## config.mk

```make
export PLATFORM = sky130hd
export DESIGN_NAME = stream_select_mux_flat
export DESIGN_NICKNAME = d
export VERILOG_FILES = /design/src/rtl/stream_select_mux_if.sv /design/src/rtl/stream_select_mux.sv /design/src/flat_wrapper.sv
export SDC_FILE = /design/constraint.sdc
export NUM_CORES = 1
export LEC_CHECK = 0
export ABC_AREA = 1
export BUFFER_PORTS_ARGS = -buffer_cell sky130_fd_sc_hd__buf_2
export CAP_MARGIN = 30
export CORE_MARGIN = 5
export CORE_UTILIZATION = 50
export CTS_BUF_LIST = sky130_fd_sc_hd__clkbuf_16
export DETAILED_ROUTE_END_ITERATION = 10
export GPL_TIMING_DRIVEN = 1
export PLACE_DENSITY_LB_ADDON = 0.05
export SLEW_MARGIN = 20
export SYNTH_ARGS = -nofsm -noshare
export SYNTH_HDL_FRONTEND = slang
export SYNTH_SLANG_ARGS = --single-unit
```

## constraint.sdc

```tcl
create_clock -name clk -period 3 [get_ports clk]
set_input_delay 0.15 -clock clk [delete_from_list [all_inputs] [get_ports clk]]
set_output_delay 0.15 -clock clk [all_outputs]
set_load 0.05 [all_outputs]
```

## src/rtl/stream_select_mux_if.sv

```systemverilog
// -----------------------------------------------------------------------------
// stream_select_mux_if
// Bundle of the selector controls, the CHANNELS input streams and the single
// output stream of stream_select_mux.
//   mode        0 = address select, 1 = round-robin
//   address     channel picked in address mode
//   in_data     channel i occupies bits [i*WIDTH +: WIDTH]
//   in_valid    per-channel valid
//   in_ready    per-channel ready (combinational, driven by the mux)
//   out_data    registered selected word
//   out_channel registered index of the channel out_data came from
//   out_valid   registered output valid
//   out_ready   consumer ready
// Modports: slave = the mux itself, master = producers/consumer around it.
// -----------------------------------------------------------------------------
interface stream_select_mux_if #(
  parameter int WIDTH      = 8,
  parameter int ADDR_WIDTH = 2
);
  localparam int CHANNELS = 1 << ADDR_WIDTH;

  logic                      mode;
  logic [ADDR_WIDTH-1:0]     address;
  logic [CHANNELS*WIDTH-1:0] in_data;
  logic [CHANNELS-1:0]       in_valid;
  logic [CHANNELS-1:0]       in_ready;
  logic [WIDTH-1:0]          out_data;
  logic [ADDR_WIDTH-1:0]     out_channel;
  logic                      out_valid;
  logic                      out_ready;

  modport slave (
    input  mode, address, in_data, in_valid, out_ready,
    output in_ready, out_data, out_channel, out_valid
  );

  modport master (
    output mode, address, in_data, in_valid, out_ready,
    input  in_ready, out_data, out_channel, out_valid
  );
endinterface

```

## src/rtl/stream_select_mux.sv

```systemverilog
// -----------------------------------------------------------------------------
// stream_select_mux
// Selects one of CHANNELS = 2**ADDR_WIDTH valid/ready input streams and forwards
// it into a single registered output stream. Address mode picks the channel
// given on `address`; round-robin mode grants the first valid channel after the
// one that last transferred, wrapping around.
// Ports:
//   clk    rising-edge clock
//   reset  synchronous, active-high reset
//   bus    stream_select_mux_if.slave (controls, input streams, output stream)
// -----------------------------------------------------------------------------
module stream_select_mux #(
  parameter int WIDTH      = 8,
  parameter int ADDR_WIDTH = 2
) (
  input  logic                  clk,
  input  logic                  reset,
  stream_select_mux_if.slave    bus
);
  localparam int CHANNELS = 1 << ADDR_WIDTH;

  // Output register and round-robin pointer.
  logic [WIDTH-1:0]      r_out_data;
  logic [ADDR_WIDTH-1:0] r_out_channel;
  logic                  r_out_valid;
  logic [ADDR_WIDTH-1:0] r_last;

  logic                  w_load;
  logic [CHANNELS-1:0]   w_grant;
  logic [ADDR_WIDTH-1:0] w_grant_idx;
  logic [ADDR_WIDTH-1:0] w_cand;
  logic                  w_found;
  logic [CHANNELS-1:0]   w_in_ready;
  logic                  w_xfer;
  logic [WIDTH-1:0]      w_sel_data;

  // The output register can take a word when empty or when being drained now.
  assign w_load = !r_out_valid || bus.out_ready;

  always_comb begin
    // NOTE: every variable gets a default before any branch so that no path
    // leaves it unassigned; otherwise synthesis infers a latch.
    w_grant     = '0;
    w_grant_idx = '0;
    w_cand      = '0;
    w_found     = 1'b0;
    if (!bus.mode) begin
      w_grant_idx = bus.address;
      if (bus.in_valid[bus.address]) begin
        w_grant[bus.address] = 1'b1;
        w_found              = 1'b1;
      end
    end else begin
      // Search last+1, last+2, ... modulo CHANNELS; the ADDR_WIDTH-bit sum
      // wraps naturally, giving the required wrap-around order.
      for (int k = 0; k < CHANNELS; k++) begin
        w_cand = r_last + ADDR_WIDTH'(k + 1);
        if (!w_found && bus.in_valid[w_cand]) begin
          w_grant[w_cand] = 1'b1;
          w_grant_idx     = w_cand;
          w_found         = 1'b1;
        end
      end
    end
  end

  // Grant is already qualified by in_valid, so any ready bit means a transfer.
  assign w_in_ready = w_grant & {CHANNELS{w_load && !reset}};
  assign w_xfer     = |w_in_ready;
  assign w_sel_data = bus.in_data[w_grant_idx*WIDTH +: WIDTH];

  always_ff @(posedge clk) begin
    // NOTE: state registers use non-blocking assignments so every register
    // samples the pre-edge values, independent of statement order.
    if (reset) begin
      r_out_data    <= '0;
      r_out_channel <= '0;
      r_out_valid   <= 1'b0;
      // Pointer at the last channel makes channel 0 first in line after reset.
      r_last        <= ADDR_WIDTH'(CHANNELS - 1);
    end else if (w_xfer) begin
      // Covers simultaneous drain and load: out_valid stays high, no bubble.
      r_out_data    <= w_sel_data;
      r_out_channel <= w_grant_idx;
      r_out_valid   <= 1'b1;
      r_last        <= w_grant_idx;
    end else if (bus.out_ready) begin
      // Drained with nothing new: data/channel keep their last values.
      r_out_valid   <= 1'b0;
    end
  end

  assign bus.in_ready    = w_in_ready;
  assign bus.out_data    = r_out_data;
  assign bus.out_channel = r_out_channel;
  assign bus.out_valid   = r_out_valid;

endmodule
```

## src/flat_wrapper.sv

```systemverilog
// flat-port wrapper written by rule: the top's interface ports become plain ports
module stream_select_mux_flat 
#(
  parameter int WIDTH      = 8,
  parameter int ADDR_WIDTH = 2
)
  (clk, reset, bus_mode, bus_address, bus_in_data, bus_in_valid, bus_out_ready, bus_in_ready, bus_out_data, bus_out_channel, bus_out_valid);
  stream_select_mux_if #(.WIDTH(WIDTH), .ADDR_WIDTH(ADDR_WIDTH)) bus_i ();
  input  logic clk;
  input  logic reset;
  input wire logic [$bits(bus_i.mode)-1:0] bus_mode;
  input wire logic [$bits(bus_i.address)-1:0] bus_address;
  input wire logic [$bits(bus_i.in_data)-1:0] bus_in_data;
  input wire logic [$bits(bus_i.in_valid)-1:0] bus_in_valid;
  input wire logic [$bits(bus_i.out_ready)-1:0] bus_out_ready;
  output wire logic [$bits(bus_i.in_ready)-1:0] bus_in_ready;
  output wire logic [$bits(bus_i.out_data)-1:0] bus_out_data;
  output wire logic [$bits(bus_i.out_channel)-1:0] bus_out_channel;
  output wire logic [$bits(bus_i.out_valid)-1:0] bus_out_valid;
  assign bus_i.mode = bus_mode;
  assign bus_i.address = bus_address;
  assign bus_i.in_data = bus_in_data;
  assign bus_i.in_valid = bus_in_valid;
  assign bus_i.out_ready = bus_out_ready;
  assign bus_in_ready = bus_i.in_ready;
  assign bus_out_data = bus_i.out_data;
  assign bus_out_channel = bus_i.out_channel;
  assign bus_out_valid = bus_i.out_valid;
  stream_select_mux #(.WIDTH(WIDTH), .ADDR_WIDTH(ADDR_WIDTH)) u_core (.clk(clk), .reset(reset), .bus(bus_i));
endmodule
```

==> results of run 1 <==
## final timing paths
kind         slack (ns)  cells past startpoint                 startpoint                         to
max reg2reg        0.54                     15           u_core.r_last[1]     u_core.bus.out_data[1]
min reg2reg        0.46                      2  u_core.bus.out_channel[1]  u_core.bus.out_channel[1]
min                0.11                      2                      reset       u_core.bus.out_valid
max                0.54                     15           u_core.r_last[1]     u_core.bus.out_data[1]
## per-stage QoR
step                power [mW]  util (%)  instances  cell area (sq um)  setup slack (ns)
finish                    1.55      63.5        366               1940             0.545
global route              1.69      63.5        366               1940             0.337
CTS                       1.56      63.5        366               1940             0.587
detailed placement        1.30      60.9        362               1860             0.595
global placement          1.30      60.9        362               1860             0.613
floorplan                 1.13         -        267               1580             0.876
## report_power, final
group / internal (mW) / leakage [nW] / switching (mW) / total, mW
Combinational: 0.308 / 1.02 / 0.734 / 1.04
Clock: 0.175 / 0.0423 / 0.0709 / 0.246
Sequential: 0.227 / 0.108 / 0.0382 / 0.265
## logic make-up (layout without fill, tap and decap cells)
logic type | count (synthesis) | count (layout) | synth area share (%)
AND/OR/NAND/NOR | 169 | 169 | 54.0
AO/OA/AOI/OAI | 17 | 17 | 5.55
flip-flops | 13 | 13 | 16.5
buffers and inverters | 60 | 115 | 17.6
adder cells (fa/ha/maj) | 8 | 8 | 6.34
## cell type report
class | count | share of cell area, %
clock inverter | 1 | 0.194
sequential | 13 | 13.4
timing repair buffer | 58 | 15.2
multi-input combinational | 194 | 53.7
inverter | 53 | 10.8
clock buffer | 3 | 3.87
tap | 44 | 2.84
## routing by layer
metal  routed length (microns)  GRT usage (%)  part of all wire, %  vias up
met1                      1980           28.8                   49      707
li1                          -              -                    -      943
met2                      1730           29.6                   42       70
met5                         0              0                    0        -
met4                        36           4.57                 0.89        0
met3                       319           2.38                  7.8        6
## state kept, by name, summed over array words and instances (netlist names)
register and flops:
u_core.r_last 2, u_core.bus.out_channel 2, u_core.bus.out_valid 1, u_core.bus.out_data 8
## worst max-delay path, delay by kind of cell, from the launching register on
kind          cells  cell delay [ns]
fa+ha+maj         1             0.34
buf+inv           2             0.19
flops             1             0.52
simple gates     12             1.28
## cells in the mapped netlist (2+ instances only)
master	number
nand2_1	67
inv_1	49
nand3_1	40
nor2_1	18
nand2_2	16
dfxtp_1	13
a21oi_1	11
ha_1	8
nand3b_1	8
nand4_1	8
nand2_4	4
o21ai_1	4
buf_6	3
nor2_2	3
clkbuf_1	2
nand3_2	2
nor2_4	2
==> impl_metrics.json, run 1 <==
{
  "startpoint_type": "flop",
  "multi_input_area_sq_um": 1040,
  "synth_top_area_share_pct": 16.5,
  "drc": 0,
  "core_area_sq_um": 3050,
  "path_cells": "inv_1, ha_1, inv_1, nand2_2, nand2_4, nor2_4, nor2_2, nand2_2, nand3_4, nand2_4, nand2_1, nand3_1, nand2_1, nor2_1, nor2_1",
  "grt_start_max_net_pins": 22,
  "slowest_stage": "dfxtp_1",
  "dr.pass1.iters": 4,
  "ir_drop_mv": 0.389,
  "regArea_sq_um": 260,
  "numClockSinks": 13,
  "fin_nets": 373,
  "powerDensity_nw_per_um2": 801,
  "layout_commonest_cell": "nand2_1",
  "synth_area_leader_cell": "dfxtp_1",
  "fin_crit_ns": 2.46,
  "arrival_ns": 2.59,
  "clockBufferDepth": 2,
  "numCtsBuffers": 3,
  "die_w_microns": 66.2,
  "overflow": 0,
  "layout_common_cells": "nand2_1 (67), buf_2 (56), inv_1 (50)",
  "holdBufCountCts": 0,
  "grt_pass1_wl_microns": 6810,
  "post_cts_buffers": 0,
  "hold_path.class": "primary input to flop",
  "endpoint_kind": "flop",
  "netlist_area_sq_um": 1580,
  "drive_gt1_share_pct": 28.6,
  "die_height_microns": 66.2,
  "syn_inst": 267,
  "path_clk_slew_ns": 0.05,
  "p_leak_nw": 1.17,
  "rows": 20,
  "drtIter0Drc": 110,
  "ctsHtreeMaxLevel": 1,
  "antenna_found_initial": 0,
  "ctsRootBufferMaster": "clkbuf_16",
  "synth_cell_types": 26,
  "finalMaxSlewViolations": 0,
  "worstMarginPinSlew_ns": 0.444,
  "io_pins": 57,
  "finalHoldViolations": 0,
  "max_freq_mhz": 407,
  "postCtsResizedCells": 0,
  "synth_flop_cell": "dfxtp_1",
  "ys_seq_elements": 13,
  "place_congestion": 0.909,
  "port_buffers": 56,
  "grt_usage_pct": 19.5,
  "relSlewSlack_pct": 70.3,
  "whs_ns": 0.109,
  "yosys_warnings": 0,
  "cts_tree": "done",
  "max_stage_delay_ns": 0.52,
  "clk_latency_ns": 0.24,
  "avgSynthCellArea_sq_um": 5.91,
  "synthArstFlopShare_pct": 0,
  "synth_seq_area_share_pct": 16.5,
  "drt_wl_total_microns": 4070,
  "wl_per_cell_microns": 11.1,
  "die-area_sq_um": 4380,
  "finalCritPeriodShare_pct": 81.8,
  "synthToLayoutAreaGrowth_pct": 22.8,
  "fin_tns_setup_ns": 0,
  "post-dp-hpwl_microns": 3140,
  "syn_nets": 317,
  "fillers": 319,
  "skew_ns": 0.00664,
  "status": "finished, final reports clean",
  "yosys-top-cells-area": "dfxtp_1 (16%), nand2_1 (16%), nand3_1 (13%)",
  "insertedDiodeCount": 0,
  "crit_fanout": 17,
  "synth-edff-count": 0,
  "via_count": 1726,
  "worst-setup-path-type": "flop to flop",
  "grt_pass1_vias": 1554,
  "start_util_pct": 51.7,
  "detail-route-antenna-nets": 0,
  "via_per_inst": 4.72,
  "crit_required_ns": 3.13,
  "rsz0062_at_grt": "false",
  "setup_viol": 0,
  "drv_cap": 0
}
(Power assumes the default switching activity.)
==> run 2, diff against run 1 <==
Settings changed: CORE_UTILIZATION 50 to 45.
Clock period 3 ns to 2.1 ns, I/O delays scaled along.
==> run 2 against run 1 <==
Via count is 3.6% higher. Critical path type unchanged. Largest power group unchanged. Sequential cell count unchanged. Largest cell class unchanged. Utilization rose by 1.9 points.
==> impl_metrics.json, run 2 (synthesized netlist as in run 1, its figures left out) <==
{
  "post-dp-hpwl_microns": 3290,
  "drtIter0Drc": 102,
  "postPlaceCellArea_sq_um": 1930,
  "relSlewSlack_pct": 71.4,
  "drv_cap": 0,
  "synthToLayoutAreaGrowth_pct": 39.4,
  "layout_common_cells": "nand2_1 (60), buf_2 (55), inv_1 (48)",
  "dp.cells": 371,
  "fin_crit_ns": 2.02,
  "crit_buf_inv": 3,
  "ctsHtreeMaxLevel": 1,
  "largest_reg_flops": 8,
  "core_area_sq_um": 3360,
  "start_util_pct": 46.9,
  "clk_latency_ns": 0.24,
  "p_seq_share_pct": 14.2,
  "min_to": "u_core.bus.out_channel[0]",
  "p_leak_nw": 1.28,
  "final_util_pct": 65.4,
  "insertedDiodeCount": 0,
  "worst-setup-path-type": "flop to flop",
  "fin_nets": 388,
  "place_congestion": 0.838,
  "power_mw": 2.61,
  "arrival_ns": 2.15,
  "clockBufferDepth": 2,
  "endpoint_kind": "flop",
  "swShare_pct": 52.6,
  "path_clk_slew_ns": 0.05,
  "numCtsBuffers": 3,
  "cpMostUsedCell": "nand2_2",
  "finalCritPeriodShare_pct": 96.4,
  "crit_fanout": 6,
  "drive_gt1_share_pct": 37.7,
  "setup_viol": 0,
  "ctsRootBufferMaster": "clkbuf_16",
  "fillers": 336,
  "reg2reg_from": "u_core.r_last[0]",
  "rows": 21,
  "die-area_sq_um": 4790,
  "worstMarginPinSlew_ns": 0.427,
  "overflow": 0,
  "layout_commonest_cell": "nand2_1",
  "powerDensity_nw_per_um2": 1180,
  "crit-reg2reg-capture": "u_core.bus.out_data[1]",
  "via_count": 1788,
  "drt_wl_total_microns": 4460,
  "max_stage_delay_ns": 0.38,
  "status": "finished, final reports clean",
  "p_int_mw": 1.24,
  "detail-route-antenna-nets": 0,
  "via_per_inst": 4.67,
  "startpoint_type": "flop",
  "grt_usage_pct": 17.4,
  "cts_tree": "done",
  "holdCritStartpoint": "reset",
  "port_buffers": 56,
  "ir_drop_mv": 0.404,
  "pwr-share-clk_pct": 13.6,
  "cp_top_family": "simple AND/OR/NAND/NOR gates",
  "io_pins": 57,
  "whs_ns": 0.0648,
  "pwr-share-comb_pct": 72.2,
  "die_w_microns": 69.2,
  "rsz0062_at_grt": "true",
  "antenna_found_initial": 0,
  "numClockSinks": 13,
  "grt_pass1_wl_microns": 7000,
  "finalHoldViolations": 0,
  "finalMaxSlewViolations": 0,
  "finalInstanceArea_sq_um": 2200,
  "slowest_stage": "dfxtp_4",
  "skew_ns": 0.00442,
  "wl_per_cell_microns": 11.6,
  "grt_pass1_vias": 1556,
  "grt_start_max_net_pins": 18,
  "dr.pass1.iters": 4,
  "reg2reg_depth": 15,
  "hold_path.class": "primary input to flop",
  "crit_required_ns": 2.23,
  "layoutNonFillerInstCount": 383,
  "die_height_microns": 69.2,
  "drc": 0,
  "path_cells": "inv_8, ha_4, inv_4, nand3_2, nand2_2, nor2_4, nand2_2, o21ai_2, nand2_2, nand2_4, inv_8, nand3_1, nand2_1, nor2_1, nor2_1",
  "whs_path_depth": 2,
  "max_freq_mhz": 494,
  "power.switching_mw": 1.37,
  "reg2reg_slack_ns": 0.08
}
-- run 2: cell count changes in the layout (fill, tap and decap cells not counted), moves of 4 or more --
cell     before  now
buf_4         2    8
nand2_2      16   22
nand3_2       2    8
nand2_1      67   60
nand3_1      40   34
buf_6         0    4
-- run 2: through the flow --
step / worst slack, ns / setup TNS (ns)
6_report: 0.0760 / 0
5_1_grt: -0.0641 / -0.294
4_1_cts: 0.000996 / 0
3_5_place_dp: -0.00497 / -0.00878
3_3_place_gp: -0.0222 / -0.0524
2_1_floorplan: 0.0242 / 0
-- run 2: metal layers --
layer  global-route usage (%)  part of all wire, %  up-vias
met5                        0                    0        -
met4                     5.86                  1.4        0
met3                     3.62                  6.0        5
met2                     24.7                   42       52
met1                     25.8                   51      755
li1                         -                    -      976
-- run 2: power by group through the flow --
stage,logic [mW],registers (mW),clock network [mW]
floorplan,1.02,0.597,0
global placement,1.58,0.368,0
detailed placement,1.57,0.369,0
CTS,1.59,0.365,0.361
global route,2.07,0.378,0.371
finish,1.88,0.371,0.354
-- run 2: worst register-to-register path: stages (launching register included) --
cell and delay [ns]:
dfxtp_4 0.38, inv_8 0.04, ha_4 0.28, inv_4 0.05, nand3_2 0.06, nand2_2 0.08, nor2_4 0.18, nand2_2 0.09
o21ai_2 0.17, nand2_2 0.10, nand2_4 0.16, inv_8 0.05, nand3_1 0.06, nand2_1 0.06, nor2_1 0.09, nor2_1 0.06
-- run 2: repair_timing --
item | 4_1_cts | 5_1_grt
hold buffers | 0 | 0
resized for setup | 1 | 35
endpoints found under the hold margin | 0 | 0
setup endpoints to repair | 8 | 17
setup buffers | 0 | 4
gates cloned | 0 | 4
pin swaps | 1 | 21
-- run 2: worst max-delay path by stage --
| stage | startpoint | to | slack (ns) | depth (start not counted) |
|---|---|---|---|---|
| 2_1_floorplan | u_core.r_last[1] | u_core.bus.out_data[6] | 0.02 | 16 |
| 3_3_place_gp | u_core.r_last[1] | u_core.bus.out_data[6] | -0.02 | 15 |
| 3_5_place_dp | u_core.r_last[0] | u_core.bus.out_data[7] | -0.005 | 15 |
| 4_1_cts | u_core.r_last[0] | u_core.bus.out_data[1] | 0.001 | 13 |
| 5_1_grt | u_core.r_last[0] | u_core.bus.out_data[7] | -0.06 | 15 |
| 6_report | u_core.r_last[0] | u_core.bus.out_data[1] | 0.08 | 15 |
-- run 2: cell type report --
type	instances	area, sq um	share of cell area [%]
multi-input combinational	196	1150	52.4
timing repair buffer	70	423	19.2
sequential	13	265	12.1
inverter	53	216	9.84
clock buffer	3	75.1	3.41
tap	46	57.6	2.62
timing repair inverter	1	6.26	0.284
clock inverter	1	3.75	0.171
